[src/rtl/sequencer_pkg.sv]
// Shared constants, state encoding and control-word decode helpers for the instruction sequencer.
// The WAIT subop is only implemented in the sequencer when SEQ_WAIT_EN is defined.
package sequencer_pkg;

  localparam logic [4:0] CTRL_PREFIX = 5'b10111;

  localparam logic [1:0] SUB_HALT    = 2'b00;
  localparam logic [1:0] SUB_SETLOOP = 2'b01;
  localparam logic [1:0] SUB_LOOPJMP = 2'b10;
  localparam logic [1:0] SUB_WAIT    = 2'b11;

  // Opcode field bit positions
  localparam int CLASS_MSB = 15;
  localparam int CLASS_LSB = 11;
  localparam int SUBOP_MSB = 10;
  localparam int SUBOP_LSB = 9;
  localparam int WAIT_MSB  = 7;
  localparam int WAIT_LSB  = 0;

  localparam logic [1:0] ST_IDLE  = 2'd0;
  localparam logic [1:0] ST_FETCH = 2'd1;
  localparam logic [1:0] ST_EXEC  = 2'd2;
  localparam logic [1:0] ST_WAIT  = 2'd3;

  typedef enum logic [1:0] {
    IDLE  = ST_IDLE,
    FETCH = ST_FETCH,
    EXEC  = ST_EXEC,
    WAIT  = ST_WAIT
  } seq_state_t;

  function automatic logic is_ctrl(input logic [15:0] word);
    return word[CLASS_MSB:CLASS_LSB] == CTRL_PREFIX;
  endfunction

  function automatic logic [1:0] subop(input logic [15:0] word);
    return word[SUBOP_MSB:SUBOP_LSB];
  endfunction

  function automatic logic [7:0] wait_count(input logic [15:0] word);
    return word[WAIT_MSB:WAIT_LSB];
  endfunction

endpackage

[src/rtl/seq_prog_ram.sv]
// Program store: one synchronous write port and one registered read port.
module seq_prog_ram #(
  parameter int DEPTH      = 32,
  parameter int ADDR_WIDTH = 5,
  parameter int DATA_WIDTH = 16
) (
  input  logic                  clk,
  input  logic                  we,
  input  logic [ADDR_WIDTH-1:0] waddr,
  input  logic [DATA_WIDTH-1:0] wdata,
  input  logic                  re,
  input  logic [ADDR_WIDTH-1:0] raddr,
  output logic [DATA_WIDTH-1:0] rdata
);

  logic [DATA_WIDTH-1:0] mem [DEPTH];
  logic [DATA_WIDTH-1:0] rdata_reg;

  // Contents are deliberately left unreset so the array maps onto block RAM.
  always_ff @(posedge clk) begin
    if (we) begin
      mem[waddr] <= wdata;
    end
    if (re) begin
      rdata_reg <= mem[raddr];
    end
  end

  assign rdata = rdata_reg;

endmodule

[src/rtl/instruction_sequencer.sv]
// Issues opcodes from a loadable program to the core array, consuming control words locally.
// Define SEQ_WAIT_EN to build the multi-cycle WAIT stall; otherwise WAIT is a one-slot no-op.
module instruction_sequencer
  import sequencer_pkg::*;
#(
  parameter int PROG_DEPTH = 32,
  parameter int ADDR_WIDTH = 5,
  parameter int LOOP_WIDTH = 8
) (
  input  logic                  clk,
  input  logic                  reset,
  input  logic                  prog_we,
  input  logic [ADDR_WIDTH-1:0] prog_addr,
  input  logic [15:0]           prog_data,
  input  logic                  start,
  output logic                  busy,
  output logic                  done,
  output logic [15:0]           opcode,
  output logic                  execute
);

  seq_state_t            state_reg, state_next;
  logic [ADDR_WIDTH-1:0] pc_reg, pc_next;
  logic [LOOP_WIDTH-1:0] loop_cnt_reg, loop_cnt_next;
  logic [15:0]           opcode_reg, opcode_next;
  logic [15:0]           ir;
  logic                  exec_core;
  logic                  run_end;
  logic                  advance;
  logic                  at_last;
`ifdef SEQ_WAIT_EN
  logic [7:0]            wait_cnt_reg, wait_cnt_next;
`endif

  seq_prog_ram #(
    .DEPTH      (PROG_DEPTH),
    .ADDR_WIDTH (ADDR_WIDTH),
    .DATA_WIDTH (16)
  ) u_ram (
    .clk   (clk),
    .we    (prog_we && (state_reg == IDLE)),
    .waddr (prog_addr),
    .wdata (prog_data),
    .re    (state_reg == FETCH),
    .raddr (pc_reg),
    .rdata (ir)
  );

  assign at_last = &pc_reg;

  always_comb begin
    state_next    = state_reg;
    pc_next       = pc_reg;
    loop_cnt_next = loop_cnt_reg;
    opcode_next   = opcode_reg;
    exec_core     = 1'b0;
    run_end       = 1'b0;
    advance       = 1'b0;
`ifdef SEQ_WAIT_EN
    wait_cnt_next = wait_cnt_reg;
`endif
    case (state_reg)
      IDLE: begin
        if (start) begin
          pc_next    = '0;
          state_next = FETCH;
        end
      end
      FETCH: begin
        state_next = EXEC;
      end
      EXEC: begin
        advance = 1'b1;
        if (!is_ctrl(ir)) begin
          exec_core   = 1'b1;
          opcode_next = ir;
        end else begin
          case (subop(ir))
            SUB_HALT: begin
              run_end = 1'b1;
              advance = 1'b0;
            end
            SUB_SETLOOP: begin
              loop_cnt_next = ir[LOOP_WIDTH-1:0];
            end
            SUB_LOOPJMP: begin
              // Taken jumps bypass the wrap check, so a loop may close from the last address.
              if (loop_cnt_reg != '0) begin
                loop_cnt_next = loop_cnt_reg - 1'b1;
                pc_next       = ir[ADDR_WIDTH-1:0];
                state_next    = FETCH;
                advance       = 1'b0;
              end
            end
            default: begin
`ifdef SEQ_WAIT_EN
              if (wait_count(ir) != 8'd0) begin
                wait_cnt_next = wait_count(ir);
                state_next    = WAIT;
                advance       = 1'b0;
              end
`endif
            end
          endcase
        end
        if (advance) begin
          if (at_last) begin
            run_end = 1'b1;
          end else begin
            pc_next    = pc_reg + 1'b1;
            state_next = FETCH;
          end
        end
        if (run_end) begin
          state_next = IDLE;
        end
      end
`ifdef SEQ_WAIT_EN
      WAIT: begin
        if (wait_cnt_reg == 8'd1) begin
          if (at_last) begin
            run_end    = 1'b1;
            state_next = IDLE;
          end else begin
            pc_next    = pc_reg + 1'b1;
            state_next = FETCH;
          end
        end else begin
          wait_cnt_next = wait_cnt_reg - 8'd1;
        end
      end
`endif
      default: begin
        state_next = IDLE;
      end
    endcase
  end

  always_ff @(posedge clk) begin
    if (reset) begin
      state_reg    <= IDLE;
      pc_reg       <= '0;
      loop_cnt_reg <= '0;
      opcode_reg   <= 16'h0000;
`ifdef SEQ_WAIT_EN
      wait_cnt_reg <= 8'd0;
`endif
    end else begin
      state_reg    <= state_next;
      pc_reg       <= pc_next;
      loop_cnt_reg <= loop_cnt_next;
      opcode_reg   <= opcode_next;
`ifdef SEQ_WAIT_EN
      wait_cnt_reg <= wait_cnt_next;
`endif
    end
  end

  // Strobes are decoded from the registered EXEC state so an issue lands two cycles after start.
  assign execute = exec_core;
  assign done    = run_end;
  assign busy    = (state_reg != IDLE);
  assign opcode  = exec_core ? ir : opcode_reg;

endmodule

[config.mk]
export PLATFORM = sky130hd
export DESIGN_NAME = instruction_sequencer
export DESIGN_NICKNAME = d
export VERILOG_FILES = /design/src/rtl/sequencer_pkg.sv /design/src/rtl/seq_prog_ram.sv /design/src/rtl/instruction_sequencer.sv
export SDC_FILE = /design/constraint.sdc
export NUM_CORES = 1
export LEC_CHECK = 0
export ABC_AREA = 1
export BUFFER_PORTS_ARGS = -buffer_cell sky130_fd_sc_hd__buf_2
export CAP_MARGIN = 5
export CORE_MARGIN = 5
export CORE_UTILIZATION = 62
export DETAILED_ROUTE_END_ITERATION = 10
export PLACE_DENSITY = 0.79
export SYNTH_ARGS = -nofsm -noshare
export SYNTH_HDL_FRONTEND = slang
export SYNTH_SLANG_ARGS = --single-unit
export TNS_END_PERCENT = 10
[constraint.sdc]
create_clock -name clk -period 2.2 [get_ports clk]
set_input_delay 0.44 -clock clk [delete_from_list [all_inputs] [get_ports clk]]
set_output_delay 0.44 -clock clk [all_outputs]
set_load 0.02 [all_outputs]
==> impl_metrics.json, run 1 <==
{
  "cts_root_buffer": "sky130_fd_sc_hd__clkbuf_16",
  "crit_fanout": 5,
  "layout_commonest_cell": "sky130_fd_sc_hd__nand2_1",
  "min_path_type": "in2reg",
  "finalCritPeriodShare_pct": 119,
  "finalSetupViolCount": 19,
  "drt-wirelength-per-cell_um": 22.0,
  "multi_input_gate_area_in_the_final_layout_sq_um": 5830,
  "ioPinCount": 44,
  "yosysSeqAreaShare_pct": 71.2,
  "tritoncts_num_sinks": 559,
  "hpwlAfterDp_mm": 33.3,
  "io_buffers": 43,
  "grt_usage_pct": 27.6,
  "clock_insertion_delay_worst_skew_ns": 0.64,
  "timing.final.crit_period_ns": 2.61,
  "synth_area_sq_um": 23100,
  "relative_area_change_from_synthesis_to_final_layout_pct": 15.3,
  "wl_mm": 57.7,
  "finish.net_count": 2142,
  "vdd_drop_max_v": 0.000737,
  "grt_antenna_before_repair": 3,
  "clk_transition_reported_paths_ns": 0.06,
  "failed_checks": "antenna rules, setup timing",
  "run_status": "complete, but fails checks",
  "drive_gt1_share_pct": 14.0,
  "synth_cell_type_count": 31,
  "routed-via-count": 16100,
  "maximum_number_of_pins_on_one_net_before_global_route_repair": 87,
  "finalClockSkew_ns": 0.0283,
  "crit_path_end_kind": "output port",
  "postSynthCellCount": 2011,
  "global_route_wire_length_before_repair_mm": 87.9,
  "cts.path.max_buffers": 3,
  "fillers": 2264,
  "syn-mean-instance-area_sq_um": 11.5,
  "grt_pass1_vias": 15600,
  "setup.worst_path.start_class": "register",
  "synth-seq-cells": 559,
  "yosys_warnings": 0,
  "detail_route.first_pass.iterations": 6,
  "max_clock_freq_mhz": 383,
  "power_density_of_the_placed_cells_nw_per_um2": 817,
  "timing.max_cap.violations": 0,
  "die_w_um": 203,
  "die-height_um": 203,
  "fin_ws_ns": -0.408,
  "detailedRoute.firstIterationViolations": 1978,
  "grt_setup_unrepaired": "yes",
  "place_congestion": 0.918,
  "mappedNetlistNets": 2039,
  "cp.arrival_ns": 2.17,
  "placed_area_sq_um": 24400,
  "area.sequential_sq_um": 16500,
  "timing_worst_slew_pin_value_ns": 0.777,
  "finish.instance_area_sq_um": 26700,
  "cts-hold-fix-buffers": 0,
  "global_route.overflow_total": 0,
  "fp-row-count": 70,
  "finish.utilization_pct": 72.7,
  "leakagePower_nw": 9.98,
  "clock_buffers_created_by_tritoncts": 54,
  "timing_hold_violations_final": 0,
  "required_worst_endpoint_ns": 1.76,
  "die_area_sq_um": 41300,
  "initial_utilization_pct": 63.0,
  "fin_total_pwr_mw": 21.8,
  "detail-route-antenna-nets": 1,
  "critical_path_class": "reg2out",
  "core_region_area_sq_um": 36700,
  "cts_tree": "built",
  "htree_levels": 2,
  "routed_via_density": 6.11,
  "relSlewSlack_pct": 48.2,
  "fin_max_slew_vios": 0,
  "max_ffs_per_register": 512,
  "layout_common_cells": "sky130_fd_sc_hd__nand2_1 (582), sky130_fd_sc_hd__edfxtp_1 (528), sky130_fd_sc_hd__nor2_1 (195)",
  "remaining_drc_errors": 0
}
cells by family after synthesis:
group,after synthesis,synth area share (%)
XOR/XNOR,2,0.0757
buffers and inverters,177,4.24
AND/OR/NAND/NOR,970,16.9
flip-flops,559,71.2
adder cells (fa/ha/maj),3,0.162
AO/OA/AOI/OAI,300,7.37
worst max-delay path: stages (launching register included):
cell,delay [ns]
sky130_fd_sc_hd__edfxtp_1,0.40
sky130_fd_sc_hd__nand3b_1,0.22
sky130_fd_sc_hd__nor2_4,0.21
sky130_fd_sc_hd__nor2_4,0.09
sky130_fd_sc_hd__buf_6,0.13
sky130_fd_sc_hd__or2_4,0.23
sky130_fd_sc_hd__o21ai_2,0.07
sky130_fd_sc_hd__inv_1,0.07
sky130_fd_sc_hd__buf_6,0.13
cells in the mapped netlist:
master | number | share of area (%)
sky130_fd_sc_hd__inv_1 | 51 | 0.83
sky130_fd_sc_hd__clkinv_1 | 1 | 0.016
sky130_fd_sc_hd__nand2_2 | 2 | 0.054
sky130_fd_sc_hd__nand3_1 | 156 | 3.4
sky130_fd_sc_hd__nor2_2 | 2 | 0.054
sky130_fd_sc_hd__nand4_1 | 5 | 0.14
sky130_fd_sc_hd__inv_4 | 1 | 0.027
sky130_fd_sc_hd__ha_1 | 3 | 0.16
sky130_fd_sc_hd__or2_2 | 11 | 0.30
sky130_fd_sc_hd__xor2_1 | 1 | 0.038
sky130_fd_sc_hd__a211oi_1 | 1 | 0.032
sky130_fd_sc_hd__or2_0 | 1 | 0.027
sky130_fd_sc_hd__nor2_4 | 3 | 0.15
sky130_fd_sc_hd__buf_6 | 30 | 1.5
sky130_fd_sc_hd__buf_4 | 10 | 0.32
sky130_fd_sc_hd__clkbuf_1 | 30 | 0.49
sky130_fd_sc_hd__buf_2 | 41 | 0.89
sky130_fd_sc_hd__dfxtp_1 | 31 | 2.7
sky130_fd_sc_hd__nor3_1 | 2 | 0.043
sky130_fd_sc_hd__nor2_1 | 197 | 3.2
sky130_fd_sc_hd__o31ai_1 | 65 | 2.1
sky130_fd_sc_hd__o21ai_2 | 10 | 0.38
sky130_fd_sc_hd__xnor2_1 | 1 | 0.038
sky130_fd_sc_hd__o21ai_1 | 8 | 0.17
sky130_fd_sc_hd__a21oi_1 | 141 | 3.0
sky130_fd_sc_hd__buf_1 | 7 | 0.11
sky130_fd_sc_hd__nand2_1 | 589 | 9.6
sky130_fd_sc_hd__inv_2 | 6 | 0.097
sky130_fd_sc_hd__o21ai_0 | 75 | 1.6
sky130_fd_sc_hd__edfxtp_1 | 528 | 69
sky130_fd_sc_hd__nand3b_1 | 2 | 0.065
layout make-up:
type	count	area share, %
Sequential cell	559	61.8
Multi-Input combinational cell	1276	21.9
Timing Repair Buffer	164	6.75
Clock buffer	70	5.29
Tap cell	468	2.19
Clock inverter	27	1.21
Inverter	59	0.867
Antenna cell	5	0.0469
report_power, final:
group	switching, mW	internal (mW)	total (mW)
logic	0.677	0.304	0.981
clock network	3.93	5.13	9.06
registers	0.0378	11.7	11.8
final timing paths:
check                                      from             end  slack, ns  cells after the start
worst min register to register     state_reg[1]    state_reg[1]       0.46                      1
worst min-delay path                      reset   opcode_reg[4]       0.26                      2
worst max-delay path            u_ram.rdata[14]      opcode[14]      -0.41                      8
worst max register to register        pc_reg[0]  u_ram.rdata[1]          0                      9
layer usage:
metal  up-vias  wire [um]  GRT usage (%)
met5         -         36              0
met4         6       2180           10.0
met3       167       5440           4.69
met2       901      28700           46.9
met1      7766      21300           36.3
li1       7210          -              -
through the flow:
stage          setup TNS (ns)  setup slack (ns)  instances  hold WS [ns]
2_1_floorplan               0            0.0688       2011         0.456
3_3_place_gp                0             0.108       2500         0.471
3_5_place_dp                0            0.0736       2500         0.487
4_1_cts                 -6.82            -0.407       2609         0.242
5_1_grt                 -7.64            -0.490       2623         0.282
6_report                -6.26            -0.408       2628         0.261
repair_timing:
| item | in CTS | in global routing |
|---|---|---|
| setup endpoints to repair | 18 | 33 |
| gates resized for setup | 55 | 37 |
| setup buffers | 8 | 14 |
| gates cloned | 4 | 0 |
| pin swaps | 2 | 9 |
(Power assumes the default switching activity.)
==> inputs of run 2 (changes only) <==
--- a/config.mk
+++ b/config.mk
@@ -8,10 +8,11 @@
 export ABC_AREA = 1
 export BUFFER_PORTS_ARGS = -buffer_cell sky130_fd_sc_hd__buf_2
 export CAP_MARGIN = 5
-export CORE_MARGIN = 5
-export CORE_UTILIZATION = 62
+export CORE_MARGIN = 2
+export CORE_UTILIZATION = 55
 export DETAILED_ROUTE_END_ITERATION = 10
-export PLACE_DENSITY = 0.79
+export PLACE_DENSITY = 0.71
+export SKIP_LAST_GASP = 1
 export SYNTH_ARGS = -nofsm -noshare
 export SYNTH_HDL_FRONTEND = slang
 export SYNTH_SLANG_ARGS = --single-unit
==> run 2 against run 1 <==
  * The flow finishes with violations (setup timing)
  * Core utilization shrank 9.7 points
  * Sequential power is essentially flat
  * Cell count grew 2.1%
  * Largest cell class unchanged
  * Highest routed layer is now met4
==> impl_metrics.json, run 2 (synthesis results as in run 1) <==
{
  "run_status": "complete, but fails checks",
  "failed_checks": "setup timing",
  "layout_common_cells": "sky130_fd_sc_hd__nand2_1 (588), sky130_fd_sc_hd__edfxtp_1 (528), sky130_fd_sc_hd__nor2_1 (197)",
  "min_path_type": "in2reg",
  "post_layout_nonfiller_instances": 2683,
  "routed-via-count": 15500,
  "io_buffers": 43,
  "power_density_of_the_placed_cells_nw_per_um2": 822,
  "timing.final.crit_period_ns": 2.60,
  "global_route_wire_length_before_repair_mm": 86.7,
  "detailedRoute.firstIterationViolations": 1799,
  "initial_utilization_pct": 55.4,
  "fin_total_pwr_mw": 21.7,
  "detail_route.first_pass.iterations": 5,
  "global_route.overflow_total": 0,
  "setup_tns_after_final_layout_ns": -6.40,
  "timing_hold_violations_final": 0,
  "drive_gt1_share_pct": 12.7,
  "finalClockSkew_ns": 0.0195,
  "htree_levels": 2,
  "cts.path.max_buffers": 3,
  "worst_hold_slack_ns": 0.285,
  "ioPinCount": 44,
  "max_ffs_per_register": 512,
  "timing.max_cap.violations": 0,
  "fin_max_slew_vios": 0,
  "setup.worst_path.start_class": "register",
  "die-height_um": 209,
  "grt_setup_unrepaired": "yes",
  "relSlewSlack_pct": 48.9,
  "clock_insertion_delay_worst_skew_ns": 0.61,
  "leakagePower_nw": 9.85,
  "crit_fanout": 10,
  "grt_usage_pct": 26.2,
  "crit_path_end_kind": "output port",
  "timing.reg2reg.worst_path_depth": 8,
  "die_area_sq_um": 43700,
  "critical_path_class": "reg2out",
  "max_clock_freq_mhz": 384,
  "drt-wirelength-per-cell_um": 21.3,
  "finalSetupViolCount": 18,
  "timing_worst_slew_pin_value_ns": 0.767,
  "clock_buffers_created_by_tritoncts": 55,
  "clk_transition_reported_paths_ns": 0.06,
  "hold_path_depth": 2,
  "die_w_um": 209,
  "grt_pass1_vias": 14800,
  "cp.arrival_ns": 2.16,
  "tritoncts_num_sinks": 559,
  "maximum_number_of_pins_on_one_net_before_global_route_repair": 62,
  "cts_root_buffer": "sky130_fd_sc_hd__clkbuf_16",
  "fp-row-count": 75,
  "detail-route-antenna-nets": 0,
  "layout_commonest_cell": "sky130_fd_sc_hd__nand2_1",
  "core_region_area_sq_um": 41800,
  "vdd_drop_max_v": 0.000694,
  "place_congestion": 0.836,
  "finish.net_count": 2127,
  "remaining_drc_errors": 0,
  "cts-hold-fix-buffers": 0,
  "routed_via_density": 5.79,
  "finalCritPeriodShare_pct": 118,
  "wl_mm": 57.1,
  "cts_tree": "built",
  "grt_antenna_before_repair": 2,
  "required_worst_endpoint_ns": 1.76,
  "fin_ws_ns": -0.402,
  "numPlacedInstances": 2573,
  "hpwlAfterDp_mm": 33.6,
  "relative_area_change_from_synthesis_to_final_layout_pct": 13.8
}
## run 2: cell count changes in the layout (fill, tap and decap cells not counted), moves of 4 or more
cell,change
sky130_fd_sc_hd__buf_2,+13
sky130_fd_sc_hd__buf_6,-22
sky130_fd_sc_hd__clkbuf_1,-8
sky130_fd_sc_hd__clkinv_1,+4
sky130_fd_sc_hd__clkinv_2,+8
sky130_fd_sc_hd__nand2_1,+6
sky130_fd_sc_hd__nand2_2,-6
sky130_fd_sc_hd__o21ai_2,-4
sky130_fd_sc_hd__o21ai_4,+5
sky130_fd_sc_hd__or2_2,+11
sky130_fd_sc_hd__or2_4,-11
## run 2: cell type report
class | instances | area, sq um
sequential | 559 | 16500
fill | 3104 | 15400
multi-input combinational | 1276 | 5760
timing repair buffer | 148 | 1480
clock buffer | 63 | 1410
tap | 539 | 674
clock inverter | 37 | 287
inverter | 59 | 231
antenna | 2 | 5.00
## run 2: metal layers
metal | global-route usage (%) | part of all wire (%)
met1 | 36.4 | 40
met3 | 4.16 | 8.0
met2 | 42.7 | 48
met5 | 0 | 0
met4 | 8.77 | 3.4
## run 2: path summary, 6_finish.rpt
| path | from | to | slack, ns |
|---|---|---|---|
| worst min register to register | state_reg[1] | state_reg[1] | 0.50 |
| worst min-delay path | reset | opcode_reg[0] | 0.28 |
| worst max register to register | pc_reg[0] | u_ram.rdata[6] | 0.05 |
| worst max-delay path | u_ram.rdata[15] | opcode[15] | -0.40 |
## run 2: metrics by stage
| stage | area (sq um) | utilization, % | setup slack [ns] |
|---|---|---|---|
| after CTS | 26200 | 62.8 | -0.413 |
| final | 26300 | 63.1 | -0.402 |
| after global routing | 26300 | 63.0 | -0.472 |
| after global placement | 24500 | 58.6 | 0.107 |
| after detailed placement | 24500 | 58.6 | 0.0405 |
| after floorplan | 23100 | - | 0.0688 |
## run 2: what timing repair did
item | in CTS | in global routing
endpoints found under the hold margin | 0 | 0
setup endpoints to repair | 18 | 19
cloned | 1 | 1
resized for setup | 15 | 8
setup buffers | 3 | 3
pin swaps | 3 | 5
## run 2: power breakdown
group / switching (mW) / internal, mW
clock: 3.94 / 5.04
sequential: 0.0462 / 11.7
combinational: 0.653 / 0.251
total: 4.64 / 17.0
## run 2: critical path, cell delays in order (launching register included)
cell                        delay, ns
sky130_fd_sc_hd__edfxtp_1        0.49
sky130_fd_sc_hd__nand3b_1        0.19
sky130_fd_sc_hd__nor2_4          0.07
sky130_fd_sc_hd__nor2_4          0.20
sky130_fd_sc_hd__inv_4           0.08
sky130_fd_sc_hd__clkbuf_16       0.18
sky130_fd_sc_hd__nand2_1         0.10
sky130_fd_sc_hd__o21ai_4         0.08
sky130_fd_sc_hd__buf_4           0.16
==> inputs of run 3 (changes only) <==
--- a/config.mk
+++ b/config.mk
@@ -7,8 +7,7 @@
 export LEC_CHECK = 0
 export ABC_AREA = 1
 export BUFFER_PORTS_ARGS = -buffer_cell sky130_fd_sc_hd__buf_2
-export CAP_MARGIN = 5
-export CORE_MARGIN = 2
+export CORE_MARGIN = 3
 export CORE_UTILIZATION = 55
 export DETAILED_ROUTE_END_ITERATION = 10
 export PLACE_DENSITY = 0.71
==> run 3 against run 2 <==
  * The run still ends with setup timing left
  * Sequential share of layout area fell by 0.82 points
  * First-iteration DRC count fell by 11%
  * Routed wire length fell by 3.0%
  * Count of clock-buffer cells in the layout rose by 20
  * Core utilization rose by 1.7 points
  * Register-to-register slack got worse by 0.02 ns
  * Critical endpoint is now opcode[9]
  * Largest power group unchanged
==> impl_metrics.json, run 3 (synthesis results as in run 1) <==
{
  "htree_levels": 2,
  "placement.setup.worst_slack_ns": 0.0864,
  "failed_checks": "setup timing",
  "io_buffers": 43,
  "core_region_area_sq_um": 41200,
  "crit_path_start": "u_ram.rdata[14]",
  "remaining_drc_errors": 0,
  "ioPinCount": 44,
  "global_route.overflow_total": 0,
  "power_density_of_the_placed_cells_nw_per_um2": 810,
  "relative_area_change_from_synthesis_to_final_layout_pct": 15.3,
  "critical_path.top_delay_family": "simple AND/OR/NAND/NOR gates",
  "clock_insertion_delay_worst_skew_ns": 0.60,
  "grt_usage_pct": 24.9,
  "maximum_number_of_pins_on_one_net_before_global_route_repair": 62,
  "run_status": "complete, but fails checks",
  "timing_worst_slew_pin_value_ns": 0.756,
  "fin_ws_ns": -0.309,
  "hpwlAfterDp_mm": 33.1,
  "vdd_drop_max_v": 0.000736,
  "finalSetupViolCount": 18,
  "fin_max_slew_vios": 0,
  "fillers": 3002,
  "tritoncts_num_sinks": 559,
  "layout_common_cells": "sky130_fd_sc_hd__nand2_1 (587), sky130_fd_sc_hd__edfxtp_1 (528), sky130_fd_sc_hd__nor2_1 (195)",
  "crit_path_top_delay_cell": "sky130_fd_sc_hd__edfxtp_1",
  "grt_setup_unrepaired": "yes",
  "drive_gt1_share_pct": 13.7,
  "cts.path.max_buffers": 3,
  "die_w_um": 211,
  "timing.max_cap.violations": 0,
  "required_worst_endpoint_ns": 1.76,
  "cp.buffers_inverters": 4,
  "fp-row-count": 74,
  "cp.arrival_ns": 2.07,
  "detailedRoute.firstIterationViolations": 1594,
  "worst_r2r_startpoint": "pc_reg[0]",
  "routed_via_density": 5.74,
  "finish.net_count": 2149,
  "setup_tns_after_final_layout_ns": -4.62,
  "finish.utilization_pct": 64.8,
  "drt-wirelength-per-cell_um": 20.6,
  "die_area_sq_um": 44600,
  "crit_fanout": 7,
  "crit_path_end_kind": "output port",
  "clock_buffers_created_by_tritoncts": 56,
  "critical-path-max-stage-delay_ns": 0.41,
  "leakagePower_nw": 9.96,
  "setup.worst_path.start_class": "register",
  "cts_root_buffer": "sky130_fd_sc_hd__clkbuf_16",
  "timing_hold_violations_final": 0,
  "fin_total_pwr_mw": 21.6,
  "global_route_wire_length_before_repair_mm": 84.6,
  "initial_utilization_pct": 56.2,
  "routed-via-count": 15500,
  "place_congestion": 0.870,
  "detail_route.first_pass.iterations": 6,
  "wl_mm": 55.5,
  "max_clock_freq_mhz": 399,
  "cpMostUsedCell": "sky130_fd_sc_hd__nor2_4",
  "cts-hold-fix-buffers": 0,
  "min-delay-start": "reset",
  "grt_pass1_vias": 14800,
  "worst_hold_slack_ns": 0.303,
  "timing.final.crit_period_ns": 2.51,
  "layout_commonest_cell": "sky130_fd_sc_hd__nand2_1",
  "clk_transition_reported_paths_ns": 0.06,
  "grt_antenna_before_repair": 2,
  "finalClockSkew_ns": 0.0194,
  "cts_tree": "built",
  "min_path_type": "in2reg",
  "finalCritPeriodShare_pct": 114,
  "max_ffs_per_register": 512,
  "chain_of_cells_forming_the_critical_path": "nand3b_1, nor2_4, nor2_4, inv_4, clkbuf_16, o21ai_4, inv_1, buf_6",
  "die-height_um": 211,
  "relSlewSlack_pct": 49.6,
  "detail-route-antenna-nets": 0,
  "critical_path_class": "reg2out"
}
[run 3: cell types whose count changed in the layout (fill, tap and decap cells not counted), moves of 10 or more]
cell | before | now
sky130_fd_sc_hd__buf_2 | 39 | 27
sky130_fd_sc_hd__clkbuf_1 | 8 | 24
sky130_fd_sc_hd__clkinv_2 | 14 | 4
sky130_fd_sc_hd__buf_4 | 72 | 91
sky130_fd_sc_hd__or2_2 | 11 | 0
sky130_fd_sc_hd__or2_4 | 0 | 11
sky130_fd_sc_hd__buf_6 | 0 | 13
[run 3: final timing paths]
path / endpoint / slack (ns) / cells past startpoint
max reg2reg: u_ram.rdata[15] / 0.03 / 12
max: opcode[9] / -0.31 / 8
min: opcode_reg[15] / 0.30 / 2
min reg2reg: state_reg[1] / 0.45 / 1
[run 3: timing repair]
action	in CTS	in global routing
buffers inserted	4	9
gates resized for setup	11	68
cloned	2	3
endpoints found under the setup margin	18	24
pin swaps	2	13
[run 3: power breakdown]
group | switching, mW | internal [mW] | leakage [nW] | total, mW
sequential | 0.0392 | 11.7 | 5.01 | 11.8
combinational | 0.687 | 0.317 | 4.13 | 1.00
clock | 3.78 | 5.06 | 0.817 | 8.84
[run 3: worst reg2reg max path, cell delays in order (launching register included)]
cell and delay (ns):
sky130_fd_sc_hd__dfxtp_4 0.35, sky130_fd_sc_hd__buf_4 0.18, sky130_fd_sc_hd__inv_6 0.30, sky130_fd_sc_hd__buf_12 0.26, sky130_fd_sc_hd__buf_4 0.21, sky130_fd_sc_hd__nand2_1 0.06
sky130_fd_sc_hd__nand3_1 0.07, sky130_fd_sc_hd__nand2_1 0.05, sky130_fd_sc_hd__a21oi_1 0.12, sky130_fd_sc_hd__o31ai_1 0.09, sky130_fd_sc_hd__nand2_1 0.13, sky130_fd_sc_hd__nand2_1 0.06
sky130_fd_sc_hd__nand2_1 0.13
[run 3: layout make-up]
cell class	count	area [sq um]	area share, %
inverter	59	231	0.867
timing repair buffer	169	1750	6.55
sequential	559	16500	61.8
clock buffer	83	1540	5.79
antenna	1	2.50	0.00938
multi-input combinational	1276	5870	22.0
clock inverter	17	143	0.535
tap	532	666	2.49
[run 3: per-layer routing]
layer	vias to the layer above	routed length (um)	track usage, %
li1	7229	-	-
met1	7470	22700	34.8
met2	656	26600	40.5
met3	128	4380	4.05
met4	2	1730	8.04
met5	-	13	0
[run 3: metrics by stage]
stage	area [sq um]	cells
after global placement	24500	2578
after global routing	26700	2695
after detailed placement	24500	2578
after CTS	26300	2684
final	26700	2696
after floorplan	23100	2011
